**config.mk**
```make
export PLATFORM = sky130hd
export DESIGN_NAME = stopwatch_bcd
export DESIGN_NICKNAME = d
export VERILOG_FILES = /design/src/rtl/stopwatch_pkg.sv /design/src/rtl/bcd_digit_counter.sv /design/src/rtl/stopwatch_bcd.sv
export SDC_FILE = /design/constraint.sdc
export NUM_CORES = 1
export LEC_CHECK = 0
export ABC_AREA = 1
export BUFFER_PORTS_ARGS = -buffer_cell sky130_fd_sc_hd__buf_2
export CELL_PAD_IN_SITES_DETAIL_PLACEMENT = 0
export CELL_PAD_IN_SITES_GLOBAL_PLACEMENT = 1
export CORE_MARGIN = 2
export CORE_UTILIZATION = 30
export DETAILED_ROUTE_END_ITERATION = 12
export PLACE_DENSITY = 0.72
export RECOVER_POWER = 50
export SETUP_SLACK_MARGIN = 0.15
export SLEW_MARGIN = 20
export SYNTH_ARGS = -nofsm -noshare
export SYNTH_HDL_FRONTEND = slang
export SYNTH_SLANG_ARGS = --single-unit
```
**constraint.sdc**
```tcl
create_clock -name clk -period 1.3 [get_ports clk]
set_clock_uncertainty 0.05 [all_clocks]
set_input_delay 0.26 -clock clk [delete_from_list [all_inputs] [get_ports clk]]
set_output_delay 0.26 -clock clk [all_outputs]
set_load 0.05 [all_outputs]
```
**src/rtl/stopwatch_pkg.sv**
```systemverilog
// Shared types and constants for the centisecond stopwatch.
// Imported by the top level and the digit counter.
package stopwatch_pkg;

  typedef enum logic [1:0] {
    IDLE,
    RUN,
    PAUSED
  } sw_state_t;

  localparam int         NUM_DIGITS = 4;
  localparam logic [3:0] BCD_MAX    = 4'd9;

endpackage

```
**src/rtl/bcd_digit_counter.sv**
```systemverilog
// One decimal digit of the stopwatch display.
// Wraps 9 -> 0 and raises carry in the same cycle.
module bcd_digit_counter
  import stopwatch_pkg::*;
(
  input  logic       clk,
  input  logic       reset,
  input  logic       clr,
  input  logic       inc,
  output logic [3:0] digit,
  output logic       carry
);

  logic [3:0] digit_q;
  logic [3:0] digit_d;
  logic       at_max;

  assign at_max = (digit_q == BCD_MAX);
  assign carry  = inc & at_max;
  assign digit  = digit_q;

  always_comb begin
    digit_d = digit_q;
    if (clr) begin
      digit_d = 4'd0;
    end else if (inc) begin
      digit_d = at_max ? 4'd0 : digit_q + 4'd1;
    end
  end

  always_ff @(posedge clk) begin
    if (reset) begin
      digit_q <= 4'd0;
    end else begin
      digit_q <= digit_d;
    end
  end

endmodule

```
**src/rtl/stopwatch_bcd.sv**
```systemverilog
// Centisecond stopwatch SS.hh driven by a sampled 1 kHz tick.
// Edge detect, control FSM, prescaler and sticky overflow.
module stopwatch_bcd
  import stopwatch_pkg::*;
#(
  parameter int TICKS_PER_LSB = 10,
  parameter int PRESCALE_W    = 4
) (
  input  logic                    clk,
  input  logic                    reset,
  input  logic                    tick_1khz,
  input  logic                    start_stop,
  input  logic                    clear,
  output logic [4*NUM_DIGITS-1:0] bcd,
  output logic                    running,
  output logic                    overflow
);

  localparam logic [PRESCALE_W-1:0] PRESC_TOP =
    PRESCALE_W'(TICKS_PER_LSB - 1);

  sw_state_t state_q;
  sw_state_t state_d;

  logic                  tick_q;
  logic                  rise;
  logic                  count_en;
  logic                  lsb_inc;
  logic [PRESCALE_W-1:0] presc_q;
  logic [PRESCALE_W-1:0] presc_d;
  logic                  running_q;
  logic                  ovf_q;
  logic                  ovf_d;
  logic [NUM_DIGITS:0]   cy;

  assign rise     = tick_1khz & ~tick_q;
  // Counting follows the current state, so a rise that
  // arrives with the pause pulse is still counted.
  assign count_en = (state_q == RUN) & rise & ~clear;
  assign lsb_inc  = count_en & (presc_q == PRESC_TOP);
  assign cy[0]    = lsb_inc;

  always_comb begin
    state_d = state_q;
    if (clear) begin
      state_d = IDLE;
    end else if (start_stop) begin
      case (state_q)
        IDLE:    state_d = RUN;
        RUN:     state_d = PAUSED;
        PAUSED:  state_d = RUN;
        default: state_d = IDLE;
      endcase
    end
  end

  always_comb begin
    presc_d = presc_q;
    if (clear) begin
      presc_d = '0;
    end else if (count_en) begin
      presc_d = lsb_inc ? '0 : presc_q + 1'b1;
    end
  end

  always_comb begin
    ovf_d = ovf_q;
    if (clear) begin
      ovf_d = 1'b0;
    end else if (cy[NUM_DIGITS]) begin
      ovf_d = 1'b1;
    end
  end

  always_ff @(posedge clk) begin
    if (reset) begin
      state_q   <= IDLE;
      tick_q    <= 1'b1;
      presc_q   <= '0;
      running_q <= 1'b0;
      ovf_q     <= 1'b0;
    end else begin
      state_q   <= state_d;
      tick_q    <= tick_1khz;
      presc_q   <= presc_d;
      running_q <= (state_d == RUN);
      ovf_q     <= ovf_d;
    end
  end

  for (genvar i = 0; i < NUM_DIGITS; i++) begin : g_dig
    bcd_digit_counter u_dig (
      .clk   (clk),
      .reset (reset),
      .clr   (clear),
      .inc   (cy[i]),
      .digit (bcd[4*i +: 4]),
      .carry (cy[i+1])
    );
  end

  assign running  = running_q;
  assign overflow = ovf_q;

endmodule

```
==> run_results.csv <==
group,metric,value,unit
timing,final_hold_viol_count,0,
route,drt_pass1_iterations,3,
worst_setup_path,reg2reg_setup_slack,-0.04,ns
cts,h-tree-depth,1,
run_status,status,"complete, but fails checks",
cts,holdBufCountCts,0,
worst_hold_path,hp-start,"reset",
place,port_buffers,22,
worst_setup_path,end_kind,"flip-flop",
run_status,violations,"setup timing",
worst_setup_path,path_buf_inv,2,
cts,insertion_delay,0.26,ns
global_routing,grt_pass1_wl,5110,um
power_and_ir_drop,p_leak,0.731,nW
finish,fillerInstances,365,
global_routing,gr-total-overflow,0,
worst_setup_path,cp_slowest_stage_delay,0.33,ns
route,wire_per_inst,11.2,um
synthesis,synth_commonest_cells,"nand2_1 (32), dfxtp_1 (25), inv_1 (22), nor2_1 (15), a21oi_1 (14)",
flow_run,max-cap-violations,0,
worst_setup_path,path_cells,"inv_2, ha_4, nand3_4, inv_2, nand3_4, nor2_8, nand3_1, a21oi_1",
timing,setup_viol,7,
place,dp_slack,-0.0921,ns
timing,worst_pin_slew,0.292,ns
synthesis,synth-seq-cells,25,
synthesis,ys_seq_area_share,40.7,%
timing,min_period_over_period,103,%
synthesis,synth_top_cell_by_area,"dfxtp_1",
worst_setup_path,r2r_end,"g_dig[3].u_dig.digit[1]",
route,ant_nets,0,
timing,rsz0062_at_grt,"yes",
place,dp_hpwl,2230,um
worst_setup_path,path_delay_family,"simple AND/OR/NAND/NOR gates",
worst_setup_path,r2r-start,"presc_q[1]",
place,placed_cells,258,
worst_hold_path,min_to,"state_q[1]",
power_and_ir_drop,ir_drop,359,uV
finish,stdcell_count,267,
route,drc,0,
die,rows,23,
synthesis,synth_cells,166,
finish,syn2layout_area_growth,64.0,%
finish,final_nets,225,
die,die_width,68.1,um
finish,fin_area,0.00202,mm2
place,dpl_cell_area,0.00168,mm2
timing,min_period,1.34,ns
cts,cts_tree,"yes",
synthesis,synth_fp_nets,173,
cts,cts.clk_slew.worst_paths,0.08,ns
synthesis,ys.flop_type,"dfxtp_1",
route,vias,1196,
place,gp_congestion,0.831,
die,ios,23,
die,die_h,68.1,um
cts,cts.sinks,25,
power_and_ir_drop,pwr_density_cell,629,mW/mm2
synthesis,synthDistinctLibCells,26,
worst_setup_path,path_class,"flip-flop to flip-flop",
synthesis,synth.most_common_cell,"nand2_1",
worst_setup_path,critical_path.startpoint_type,"flip-flop",
synthesis,avgSynthCellArea,7.42,um2
route,finalWirelength,2980,um
finish,finish.utilization,50.9,%
timing,finalSetupTns,-0.115,ns
finish,num_antenna_cells,0,
synthesis,synth_top_area_share,40.7,%
finish,drive_above_1_share,53.9,%
route,vias_per_cell,4.48,
timing,slew_headroom,80.4,%
global_routing,antenna_found_initial,0,
timing,fin_ws,-0.0440,ns
synthesis,synth_edf_count,0,
cts,cts_made_buffers,3,
worst_setup_path,worstRegToRegCells,8,
worst_setup_path,critPathMaxFanout,7,
synthesis,synthArstFlopShare,0,%
global_routing,track_usage,14.6,%
cts,clock_path_buffers,2,
worst_hold_path,worstHoldPathType,"input port to flip-flop",
global_routing,first_global_vias,1196,
die,fp.dieArea,0.00463,mm2
worst_setup_path,crit_arrival,1.49,ns
worst_setup_path,slowest_stage,"dfxtp_2",
synthesis,syn_area,0.00123,mm2
worst_hold_path,min_path_cells,2,
route,drt_iter0_drc,29,
timing,max_freq,744,MHz
die,start_util,31.0,%
synthesis,synth_area_leaders,"dfxtp_1 (41%), nand2_1 (9.8%), inv_1 (6.7%), a21oi_1 (5.7%), nand3_1 (4.9%)",
finish,register_area,557,um2
worst_setup_path,cp.required,1.45,ns
synthesis,yosysWarnings,0,
cts,cts_root_buf,"clkbuf_8",
timing,report.final.slew_viol_count,0,
global_routing,grt_max_degree,14,
finish,multi_input_area,818,um2
die,coreArea,0.00397,mm2
## worst register-to-register path: cells and delay by family (launching register included)
kind / cells / cell delay [ns]
buffers and inverters: 2 / 0.14
DFF: 1 / 0.33
and+or+nand+nor: 4 / 0.49
AOI/OAI and AO/OA: 1 / 0.13
adders and majority gates: 1 / 0.13
## power by group
part	internal, W	switching [W]	total (W)
logic	0.0000305	0.0000433	0.0000738
registers	0.000745	0.00000363	0.000749
clock network	0.000219	0.000228	0.000447
## kinds of logic (layout without fill, tap and decap cells)
kind of cell               after synthesis  count (layout)  synth area share, %
AOI/OAI and AO/OA                       25              25                 10.6
adders and majority gates                2               2                 2.03
and+or+nand+nor                         82              83                 34.6
DFF                                     25              25                 40.7
xor gates and xnor gates                 6               6                 4.27
buffers and inverters                   26              76                 7.93
## stage by stage
stage | hold WS [ns] | power (W)
finish | 0.140 | 0.00127
global route | 0.139 | 0.00135
CTS | 0.132 | 0.00130
detailed placement | 0.393 | 0.000834
global placement | 0.387 | 0.000834
floorplan | 0.289 | 0.000803
## repair_timing
| action | 4_1_cts | 5_1_grt |
|---|---|---|
| cloned | 1 | 0 |
| endpoints found under the hold margin | 0 | 0 |
| setup buffers | 3 | 1 |
| gates resized for setup | 59 | 13 |
| setup endpoints to repair | 39 | 35 |
| pin swaps | 12 | 3 |
## flip-flops by register name (all words and copies together), names as in the netlist
signal	cells
overflow	1
g_dig.u_dig.digit	16
running	1
tick_q	1
presc_q	4
state_q	2
## layout by cell type, fill, tap and decap left out, types with 2 or more instances in the layout
cell type  netlist  layout
a21oi_1         14      10
nor3_1           5       3
nand4_1          4       4
nor3_2           1       2
dfxtp_2          0       9
o21ai_0          6       3
a21oi_2          0       4
dfxtp_1         25       4
nor3b_2          0       2
xor2_1           4       4
dfxtp_4          0      12
buf_8            0       6
nand2_4          0       4
buf_2            0       3
xnor2_1          2       2
buf_6            0      13
buf_4            0      24
nand2_2          1       3
nor2_4           2       5
nor2_1          15      14
inv_4            0       3
nor2_2           3       2
nand2_1         32      25
o21ai_1          3       5
nor3_4           1       2
nand3_2          0       5
nand3_4          1       2
clkbuf_8         0       3
nand3_1         12       6
inv_2            3       6
inv_1           22      16
clkbuf_1         1       2
## metal layers
layer | vias up | track usage [%] | part of all wire [%]
met4 | 0 | 4.50 | 1.0
met5 | - | 0 | 0
met3 | 4 | 2.47 | 3.3
li1 | 644 | - | -
met1 | 531 | 18.0 | 45
met2 | 17 | 26.0 | 51
## cell type report
class	count	area share [%]
Inverter	25	5.02
Multi-Input combinational cell	116	40.5
Timing Repair Buffer	47	21.6
Sequential cell	25	27.6
Tap cell	50	3.10
Clock buffer	4	2.23
## worst max path at each step
stage,startpoint,to,cells after the start
4_1_cts,presc_q[1],overflow,8
3_5_place_dp,presc_q[1],overflow,8
5_1_grt,presc_q[1],overflow,8
3_3_place_gp,clear,g_dig[3].u_dig.digit[1],8
6_report,presc_q[1],g_dig[3].u_dig.digit[1],8
2_1_floorplan,g_dig[2].u_dig.digit[3],g_dig[3].u_dig.digit[0],5
Power figures use the tool's default switching activity.
